File: config.mk
export PLATFORM = sky130hd
export DESIGN_NAME = fetch_ibus_ctrl
export DESIGN_NICKNAME = d
export VERILOG_FILES = /design/src/rtl/fetch_ibus_ctrl.sv
export SDC_FILE = /design/constraint.sdc
export NUM_CORES = 1
export LEC_CHECK = 0
export CAP_MARGIN = 10
export CELL_PAD_IN_SITES_DETAIL_PLACEMENT = 0
export CELL_PAD_IN_SITES_GLOBAL_PLACEMENT = 2
export CORE_MARGIN = 3
export CORE_UTILIZATION = 34
export DETAILED_ROUTE_END_ITERATION = 8
export PLACE_DENSITY = 0.95
export REMOVE_ABC_BUFFERS = 1
export SYNTH_ARGS = -nofsm -noshare
export SYNTH_HDL_FRONTEND = slang
export SYNTH_SLANG_ARGS = --single-unit
File: constraint.sdc
create_clock -name clk -period 4.6 [get_ports clk]
set_input_delay 0.69 -clock clk [delete_from_list [all_inputs] [get_ports clk]]
set_output_delay 0.69 -clock clk [all_outputs]
set_load 0.005 [all_outputs]
File: src/rtl/fetch_ibus_ctrl.sv
// rtl/fetch_ibus_ctrl.sv - fetch-side instruction bus controller feeding a small decode buffer
// Optional FETCH_BYPASS_EN: forward a returning word straight to decode when the buffer is empty.
module fetch_ibus_ctrl #(
  parameter int DEPTH  = 2,
  parameter int ADDR_W = 32
) (
  input  logic              clk,
  input  logic              resetn,
  input  logic [ADDR_W-1:0] f_pc,
  input  logic              f_valid,
  output logic              f_stall,
  input  logic              flush,
  output logic              ibus_req,
  output logic [ADDR_W-1:0] ibus_addr,
  input  logic              ibus_addr_ok,
  input  logic              ibus_data_ok,
  input  logic [31:0]       ibus_data,
  input  logic              d_stall,
  output logic              d_valid,
  output logic [ADDR_W-1:0] d_pc,
  output logic [31:0]       d_instr,
  output logic              d_adel
);
  localparam int PTR_W = (DEPTH > 1) ? $clog2(DEPTH) : 1;
  localparam int CNT_W = $clog2(DEPTH + 1);

  typedef enum logic [1:0] {IDLE, REQ, WAIT, DROP} state_e;

  state_e            state_q, state_d;
  logic [ADDR_W-1:0] addr_q, addr_d;
  logic              flushed_q, flushed_d;
  logic [ADDR_W-1:0] pc_mem_q [DEPTH];
  logic [ADDR_W-1:0] pc_mem_d [DEPTH];
  logic [31:0]       instr_mem_q [DEPTH];
  logic [31:0]       instr_mem_d [DEPTH];
  logic              adel_mem_q [DEPTH];
  logic              adel_mem_d [DEPTH];
  logic [PTR_W-1:0]  wr_ptr_q, wr_ptr_d, rd_ptr_q, rd_ptr_d;
  logic [CNT_W-1:0]  count_q, count_d;

  logic              push, pop, wr_en, bypass, has_room, f_aligned;
  logic [ADDR_W-1:0] push_pc;
  logic [31:0]       push_instr;
  logic              push_adel;

  assign has_room  = count_q < CNT_W'(DEPTH);
  assign f_aligned = f_pc[1:0] == 2'b00;
  assign ibus_req  = state_q == REQ;
  assign ibus_addr = addr_q;

  always_comb begin
    state_d    = state_q;
    addr_d     = addr_q;
    flushed_d  = flushed_q;
    f_stall    = 1'b1;
    push       = 1'b0;
    push_pc    = addr_q;
    push_instr = ibus_data;
    push_adel  = 1'b0;
    case (state_q)
      IDLE: begin
        if (!flush && f_valid && has_room) begin
          if (f_aligned) begin
            addr_d  = f_pc;
            state_d = REQ;
          end else begin
            push       = 1'b1;
            push_pc    = f_pc;
            push_instr = 32'h0;
            push_adel  = 1'b1;
            f_stall    = 1'b0;
          end
        end
      end
      REQ: begin
        // The request cannot be withdrawn; a flush only marks its response for discard.
        if (ibus_addr_ok) begin
          f_stall   = 1'b0;
          state_d   = (flush || flushed_q) ? DROP : WAIT;
          flushed_d = 1'b0;
        end else if (flush) begin
          flushed_d = 1'b1;
        end
      end
      WAIT: begin
        if (ibus_data_ok) begin
          push    = !flush;
          state_d = IDLE;
        end else if (flush) begin
          state_d = DROP;
        end
      end
      DROP: begin
        if (ibus_data_ok) state_d = IDLE;
      end
      default: state_d = IDLE;
    endcase
  end

`ifdef FETCH_BYPASS_EN
  assign bypass = (state_q == WAIT) && ibus_data_ok && !flush && (count_q == '0);
`else
  assign bypass = 1'b0;
`endif

  // A bypassed word that decode takes immediately never occupies a slot.
  assign wr_en   = push && !flush && !(bypass && !d_stall);
  assign pop     = (count_q != '0) && !d_stall;
  assign d_valid = (count_q != '0) || bypass;
  assign d_pc    = bypass ? addr_q    : pc_mem_q[rd_ptr_q];
  assign d_instr = bypass ? ibus_data : instr_mem_q[rd_ptr_q];
  assign d_adel  = bypass ? 1'b0      : adel_mem_q[rd_ptr_q];

  always_comb begin
    pc_mem_d    = pc_mem_q;
    instr_mem_d = instr_mem_q;
    adel_mem_d  = adel_mem_q;
    wr_ptr_d    = wr_ptr_q;
    rd_ptr_d    = rd_ptr_q;
    count_d     = count_q;
    if (flush) begin
      wr_ptr_d = '0;
      rd_ptr_d = '0;
      count_d  = '0;
    end else begin
      if (wr_en) begin
        pc_mem_d[wr_ptr_q]    = push_pc;
        instr_mem_d[wr_ptr_q] = push_instr;
        adel_mem_d[wr_ptr_q]  = push_adel;
        wr_ptr_d              = wr_ptr_q + PTR_W'(1);
      end
      if (pop) rd_ptr_d = rd_ptr_q + PTR_W'(1);
      if (wr_en && !pop) count_d = count_q + CNT_W'(1);
      else if (!wr_en && pop) count_d = count_q - CNT_W'(1);
    end
  end

  always_ff @(posedge clk or negedge resetn) begin
    if (!resetn) begin
      state_q   <= IDLE;
      addr_q    <= '0;
      flushed_q <= 1'b0;
      wr_ptr_q  <= '0;
      rd_ptr_q  <= '0;
      count_q   <= '0;
      for (int i = 0; i < DEPTH; i++) begin
        pc_mem_q[i]    <= '0;
        instr_mem_q[i] <= '0;
        adel_mem_q[i]  <= 1'b0;
      end
    end else begin
      state_q     <= state_d;
      addr_q      <= addr_d;
      flushed_q   <= flushed_d;
      wr_ptr_q    <= wr_ptr_d;
      rd_ptr_q    <= rd_ptr_d;
      count_q     <= count_d;
      pc_mem_q    <= pc_mem_d;
      instr_mem_q <= instr_mem_d;
      adel_mem_q  <= adel_mem_d;
    end
  end
endmodule

==> results of run 1 <==
## sequential cells by signal (all words and copies together) (netlist names)
signal	count
instr_mem_q	64
pc_mem_q	64
ibus_addr	32
adel_mem_q	2
count_q	2
state_q	2
flushed_q	1
rd_ptr_q	1
wr_ptr_q	1
## per-stage QoR
stage,hold WS [ns],utilization,std cells
floorplan,0.394,-,691
global placement,0.476,0.440,1144
detailed placement,0.482,0.440,1144
CTS,0.377,0.470,1176
global route,0.398,0.470,1176
finish,0.355,0.470,1176
## per-layer routing
layer | share of wire | global-route usage
met5 | 0 | 0
met4 | 0.0072 | 0.0416
met3 | 0.046 | 0.0353
met2 | 0.48 | 0.291
met1 | 0.46 | 0.236
## layout make-up
type	count	area, um2
fill	2039	11300
sequential	169	4230
multi-input combinational	461	2840
timing repair buffer	178	1780
clock buffer	20	467
tap	275	344
inverter	61	229
clock inverter	12	185
## cell usage in the layout (no fill, tap or decap), types with 3 or more instances in the layout
| master | instances |
|---|---|
| clkbuf_8 | 3 |
| inv_1 | 61 |
| dfrtp_1 | 168 |
| nand2_1 | 65 |
| inv_6 | 3 |
| clkbuf_16 | 17 |
| o21ai_1 | 19 |
| nor2_1 | 5 |
| o22ai_1 | 60 |
| nor2b_1 | 4 |
| nand3_1 | 67 |
| clkinv_4 | 3 |
| a21oi_1 | 63 |
| bufinv_16 | 4 |
| o21ai_0 | 81 |
| mux2_2 | 66 |
| buf_4 | 7 |
| clkdlybuf4s50_1 | 169 |
## power by group
part	total (mW)	internal, mW	switching, mW	leakage (nW)
registers	2.51	2.12	0.391	2.04
clock network	1.58	0.961	0.620	0.318
logic	2.13	1.26	0.876	2.14
total	6.22	4.34	1.89	4.49
## critical path, stage by stage
cell and delay, ns:
clkdlybuf4s50_1 0.59, or4b_4 0.59, or3_1 0.35, and2_1 0.15
clkdlybuf4s50_1 0.44
## final timing paths
kind,from,endpoint,depth (start not counted)
min in group clk,instr_mem_q[0],instr_mem_q[0],2
max reg2reg,count_q[1],instr_mem_q[39],5
max in group asynchronous,resetn,instr_mem_q[49],2
max,flush,f_stall,5
min reg2reg,instr_mem_q[0],instr_mem_q[0],2
min,resetn,pc_mem_q[42],1
## cell families after synthesis
kind of cell | after synthesis | synth area share
AOI/OAI and AO/OA | 230 | 0.166
xor gates and xnor gates | 2 | 0.00232
buffers and inverters | 121 | 0.0668
DFF | 169 | 0.560
muxes | 69 | 0.104
and+or+nand+nor | 160 | 0.101
==> metrics, run 1 <==
crit end category output port; PwrDens around 620 mW/mm2; Max transition margin 0.266; first-iteration detailed-routing DRC count roughly 340; Post-DRT Antenna Nets 0; Seq/Total Area, Yosys 0.560; hold_buf cts 0; largest net degree at the start of global routing 97; Top-Level Pins 171; # DRC 0; Final Power just over 6 mW; Critical Path Start Type input port; CP arrival around 2.8 ns; Synth Area per Inst about 10 um2; Starting Density 0.352; layout cells sized above 1 0.132; Post-CTS Setup Inserts 0; Max VDD drop between 0.2 and 0.25 mV; Clock Skew 0.0104 ns; grt total ovfl 0; Total Routed Length 20.8 mm; R2R setup slack roughly 1.9 ns; status finished clean; Peak Freq between 200 and 300 MHz; CTS max path bufs 2; DIE AREA approximately 0.024 mm2; clk sinks approximately 170; slack of the critical path between 1 and 1.5 ns; wire per inst roughly 18 um; post-route clock period utilization 0.759; Num CTS Buffers 17; Yosys reg bits around 170; number of diodes 0; Area Overhead vs Synth 33.4%; most used flip-flop cell after synthesis dfrtp_1; RSZ-0062 raised after global routing no; GRT Total Usage 0.175; Hold WC Path Type in2async; Cells after Synth around 750; routed vias 6,003; H-tree lvl count 4; endpoints failing hold 0; pre-CTS WS approximately 1.0 ns; # setup viols final 0; vias in the first global route between 6,000 and 7,000; Root Buffer Master clkbuf_16; Post-synth EDFFs 0; final max-slew violation count 0; top-count cell post-synth dfrtp_1; CTS tree done; clock transition at the registers of the reported paths about 0.06 ns; total of max-cap violations 0; Setup CP Type in2out; CORE AREA 0.0214 mm2; row count 53; TritonRoute pass-1 iters 5; die height between 150 and 200 um; final instance area roughly 0.010 mm2; largest cells by area after synthesis dfrtp_1 56%, mux2_2 9.8%, o21ai_0 5.4%, o22ai_1 5.0%, nand3_1 4.5%; yosys warns 0; Mapped Area 0.00755 mm2; Die X-Extent around 150 um; required time of the critical path 3.91 ns; Final HPWL DP about 12 mm; placed cell area 0.00942 mm2; PostCTS Resize Cnt 0; Worst-Margin Slew 1.10 ns; largest fanout on the critical path 12; Pleak around 4.5 nW; share of flip-flops with an asynchronous set or reset 1.00; final net count between 900 and 1,000; Port Buffers 170; vias per cell slightly above 5; TNS Setup 0 ns; Synth cell types 36; initial antenna violation count 0; Yosys top cell by area dfrtp_1; Synth top area share 0.560; GPL Wtd Cong 0.756; Final min period 3.49 ns; leading cell types by count after synthesis 169 x dfrtp_1, 81 x o21ai_0, 68 x nand3_1; Clk Latency, worst-skew pair 0.42 ns; first-pass GRT wire length 33.7 mm
No activity file was read; power rests on OpenSTA's default activity.
==> inputs of run 2 (changes only) <==
CORE_UTILIZATION = 31   (was 34)
PLACE_DENSITY = 0.91   (was 0.95)
clock period = 3.6 ns   (was 4.6 ns; I/O delays follow)
==> run 2 against run 1 <==
Against the previous run:
- largest cell class unchanged
- clock skew increased by 0.0015 ns
- highest routed layer unchanged
- power increased by 28%
- critical path type unchanged
- wire length increased by 3.4%
==> metrics, run 2 (synthesis results as in run 1) <==
status finished clean; CTS tree done; TNS Setup 0 ns; fillers roughly 2,400; grt total ovfl 0; Net Sw Power 2.42 mW; wire per inst 17.5 um; Pleak 4.55 nW; first-pass GRT wire length about 35 mm; CORE AREA approximately 0.024 mm2; clock transition at the registers of the reported paths 0.07 ns; Final min period 3.00 ns; layout cells sized above 1 0.139; combinational power share 0.347; Port Buffers 170; Post-CTS Setup Inserts 0; Hold WC Path Type in2async; post-route clock period utilization 0.832; r2r startpoint count_q[1]; Post-DRT Antenna Nets 0; vias in the first global route 6,407; die height around 160 um; largest fanout on the critical path 5; vias per cell 4.98; Worst-Margin Slew ~0.85 ns; Critical Path Start Type input port; routed vias 6,129; initial antenna violation count 0; Cell Chain, Critical Path clkdlybuf4s50_1 > or4b_4 > or3_1 > and2_1 > clkdlybuf4s50_1; row count between 50 and 60; Final HPWL DP 13.1 mm; Die X-Extent approximately 160 um; internal power 5.53 mW; TritonRoute pass-1 iters 6; clk sinks roughly 170; register area about 0.0042 mm2; endpoints failing hold 0; Total Routed Length 21.5 mm; slowest CP cell or4b_4; commonest non-fill, non-tap cells in the layout 169 x clkdlybuf4s50_1, 168 x dfrtp_1, 81 x o21ai_0; PwrDens ~780 mW/mm2; total of max-cap violations 0; crit end category output port; Num CTS Buffers 17; CP arrival between 2 and 2.5 ns; Area Overhead vs Synth 35.4%; Root Buffer Master clkbuf_16; PostCTS Resize Cnt 0; switch share 0.304; Peak Freq roughly 330 MHz; # DRC 0; power share of the clock group 0.252; cell total after placement ~1,200; Clk Latency, worst-skew pair 0.42 ns; GPL Wtd Cong 0.728; DIE AREA about 0.026 mm2; Max VDD drop roughly 0.24 mV; Top-Level Pins roughly 170; share of total power in sequential cells 0.401; max incr delay on CP about 0.51 ns; final max-slew violation count 0; required time of the critical path ~3.1 ns; hold_buf cts 0; # setup viols final 0; Setup CP Type in2out; CTS max path bufs 2; CP dominant cell by count clkdlybuf4s50_1; Starting Density 0.319; RSZ-0062 raised after global routing no; Max transition margin 0.433; GRT Total Usage 0.165; H-tree lvl count 4; final net count 969; first-iteration detailed-routing DRC count 290; post-route non-filler standard cell count 1,231; leading cell type in the layout, fill and taps excluded clkdlybuf4s50_1; CP Launch Point f_valid; largest net degree at the start of global routing 70; Clock Skew around 0.012 ns; Worst Hold Slack ~0.12 ns; area occupied by multi-input gates 0.00283 mm2
run 2: changes by cell type in the layout (fill, tap and decap cells not counted), moves of 2 or more:
cell      before  now
buf_12         1    4
clkbuf_8       3    1
buf_4          7   14
clkbuf_1       0    2
run 2: power by group through the flow:
stage,sequential (mW),clock (mW),combinational [mW]
floorplan,3.12,0,1.25
global placement,3.19,0,2.76
detailed placement,3.22,0,2.80
CTS,3.19,2.05,2.81
global route,3.30,2.12,3.07
finish,3.19,2.00,2.75
run 2: final cells by class:
class,count,share of cell area
Sequential cell,169,0.414
Multi-Input combinational cell,461,0.277
Timing Repair Buffer,188,0.185
Clock buffer,20,0.0437
Tap cell,319,0.0391
Inverter,61,0.0224
Clock inverter,12,0.0184
Antenna cell,1,0.000245
run 2: through the flow:
step	setup WS, ns	total power, mW	cell area, um2	utilization
final	0.605	7.94	10200	0.431
after global routing	0.540	8.49	10200	0.431
after CTS	0.589	8.05	10200	0.431
after detailed placement	0.545	6.02	9580	0.404
after global placement	0.585	5.94	9580	0.404
after floorplan	0.0168	4.37	7270	-
run 2: path summary, 6_finish.rpt:
check | end | slack [ns] | cells past startpoint
min in group clk | instr_mem_q[8] | 0.49 | 2
max reg2reg | pc_mem_q[33] | 1.04 | 5
min reg2reg | instr_mem_q[8] | 0.49 | 2
max | f_stall | 0.60 | 5
max in group asynchronous | ibus_addr[8] | 2.54 | 2
min | pc_mem_q[47] | 0.12 | 1
run 2: layer usage:
metal  part of all wire  global-route usage  vias up
li1                   -                   -     2924
met1               0.46               0.218     3042
met2               0.48               0.277      146
met3              0.049              0.0370       17
met4              0.010              0.0415        0
met5                  0                   0        -
run 2: worst max-delay path: cells and delay by family:
kind / cells / cell delay, ns
buffers and inverters: 2 / 0.92
AND/OR/NAND/NOR: 3 / 0.99
==> inputs of run 3 (changes only) <==
CORE_UTILIZATION = 28   (was 31)
PLACE_DENSITY = 0.88   (was 0.91)
clock period = 2.4 ns   (was 3.6 ns; I/O delays follow)
==> run 3 against run 2 <==
Against the previous run:
- utilization decreased by 3.5 points
- hold slack improved by 0.34 ns
- sequential power increased by 49%
- global-route usage decreased by 1.2 points
- wire length increased by 1.5%
- combinational power increased by 55%
- clock power increased by 45%
- register-to-register slack got worse by 0.99 ns
- sequential share of layout area decreased by 0.81 points
- via count decreased by 0.31%
==> metrics, run 3 (synthesis results as in run 1) <==
R2R setup slack 0.05 ns; endpoints failing hold 0; CTS max path bufs 2; first-pass GRT wire length roughly 35 mm; slack of the critical path ~0.052 ns; routed vias roughly 6,000; Max VDD drop ~0.50 mV; post-route clock period utilization 0.979; row count 59; required time of the critical path between 2 and 2.5 ns; RSZ-0062 raised after global routing yes; clock transition at the registers of the reported paths around 0.070 ns; cell total after placement 1,225; TritonRoute pass-1 iters 4; commonest non-fill, non-tap cells in the layout 168 x dfrtp_1, 168 x clkdlybuf4s50_1, 71 x o21ai_0; first-iteration detailed-routing DRC count between 400 and 500; WP buf/inv 2; Top-Level Pins between 150 and 200; crit end category output port; Clock Skew 0.00683 ns; pre-CTS WS -0.295 ns; PwrDens ~1100 mW/mm2; Hold WC Path Type in2async; number of diodes 0; Max transition margin 0.671; Total Routed Length ~22 mm; r2r startpoint count_q[1]; die height around 170 um; Area Overhead vs Synth 38.1%; Peak Freq 426 MHz; total of max-cap violations 0; Critical Path Start Type register; Port Buffers 170; # DRC 0; initial antenna violation count 1; final max-slew violation count 0; slowest CP cell clkdlybuf4s50_1; CP arrival around 2.0 ns; # setup viols final 0; GRT Total Usage 0.153; Pleak about 4.6 nW; reg2reg path depth 6; Starting Density 0.287; CORE AREA around 0.026 mm2; Final min period roughly 2.3 ns; H-tree lvl count 4; DIE AREA ~0.029 mm2; CTS tree done; largest fanout on the critical path 47; Reg2Reg Capture Point instr_mem_q[34]; final core utilization 0.396; final net count just under 1,000; vias in the first global route 6,523; Root Buffer Master clkbuf_16; CP top delay family buffers and inverters; largest net degree at the start of global routing 64; Final HPWL DP 13.2 mm; Cell Chain, Critical Path buf_12 > mux2_2 > clkdlybuf4s50_1; layout cells sized above 1 0.152; post-route non-filler standard cell count ~1,300; TNS Setup 0 ns; GPL Wtd Cong 0.737; wire per inst around 17 um; status finished clean; Num CTS Buffers 17; grt total ovfl 0; vias per cell ~4.9; Post-DRT Antenna Nets 0; clk sinks 169; Die X-Extent around 170 um; Clk Latency, worst-skew pair slightly above 0.4 ns; max incr delay on CP about 0.45 ns; Worst-Margin Slew slightly below 0.5 ns; Setup CP Type reg2out
==> run 3: worst max-delay path by stage <==
| stage | cells past startpoint | slack (ns) | to | start |
|---|---|---|---|---|
| CTS | 3 | 0.007 | d_instr[8] | rd_ptr_q |
| finish | 3 | 0.05 | d_instr[30] | rd_ptr_q |
| floorplan | 4 | -1.12 | pc_mem_q[32] | count_q[1] |
| global placement | 6 | -0.24 | instr_mem_q[35] | f_valid |
| global route | 3 | -0.02 | d_instr[9] | rd_ptr_q |
| detailed placement | 6 | -0.29 | instr_mem_q[36] | f_valid |
==> run 3: routing by layer <==
metal / wire length [um] / vias up / part of all wire / track usage
met5: 13 / - / 0.00060 / 0
met4: 187 / 2 / 0.0086 / 0.0349
met3: 967 / 14 / 0.044 / 0.0297
met2: 10300 / 144 / 0.47 / 0.252
met1: 10400 / 3016 / 0.48 / 0.209
li1: - / 2934 / - / -
==> run 3: stage by stage <==
| stage | total power [mW] | instance area (um2) | hold slack [ns] |
|---|---|---|---|
| detailed placement | 9.10 | 9780 | 0.352 |
| finish | 11.9 | 10400 | 0.460 |
| global route | 12.8 | 10400 | 0.484 |
| floorplan | 6.56 | 7270 | 0.0644 |
| CTS | 12.1 | 10400 | 0.464 |
| global placement | 9.01 | 9780 | 0.345 |
==> run 3: power by group <==
| part | internal, mW | leakage (nW) | switching [mW] | total, mW |
|---|---|---|---|---|
| Sequential | 4.06 | 2.04 | 0.687 | 4.75 |
| Combinational | 2.51 | 2.31 | 1.75 | 4.26 |
| Clock | 1.72 | 0.292 | 1.17 | 2.89 |
==> run 3: cell type report <==
class / instances / area (um2)
fill: 2610 / 15900
sequential: 169 / 4230
multi-input combinational: 461 / 2840
timing repair buffer: 201 / 2090
clock buffer: 21 / 470
tap: 335 / 419
inverter: 61 / 229
clock inverter: 9 / 140
==> run 3: what timing repair did <==
action                     4_1_cts  5_1_grt
pin swaps                        3        3
setup buffers                    1        0
hold endpoints to repair        46        0
setup endpoints to repair        2       49
hold buffers                     1        0
resized for setup                6       12
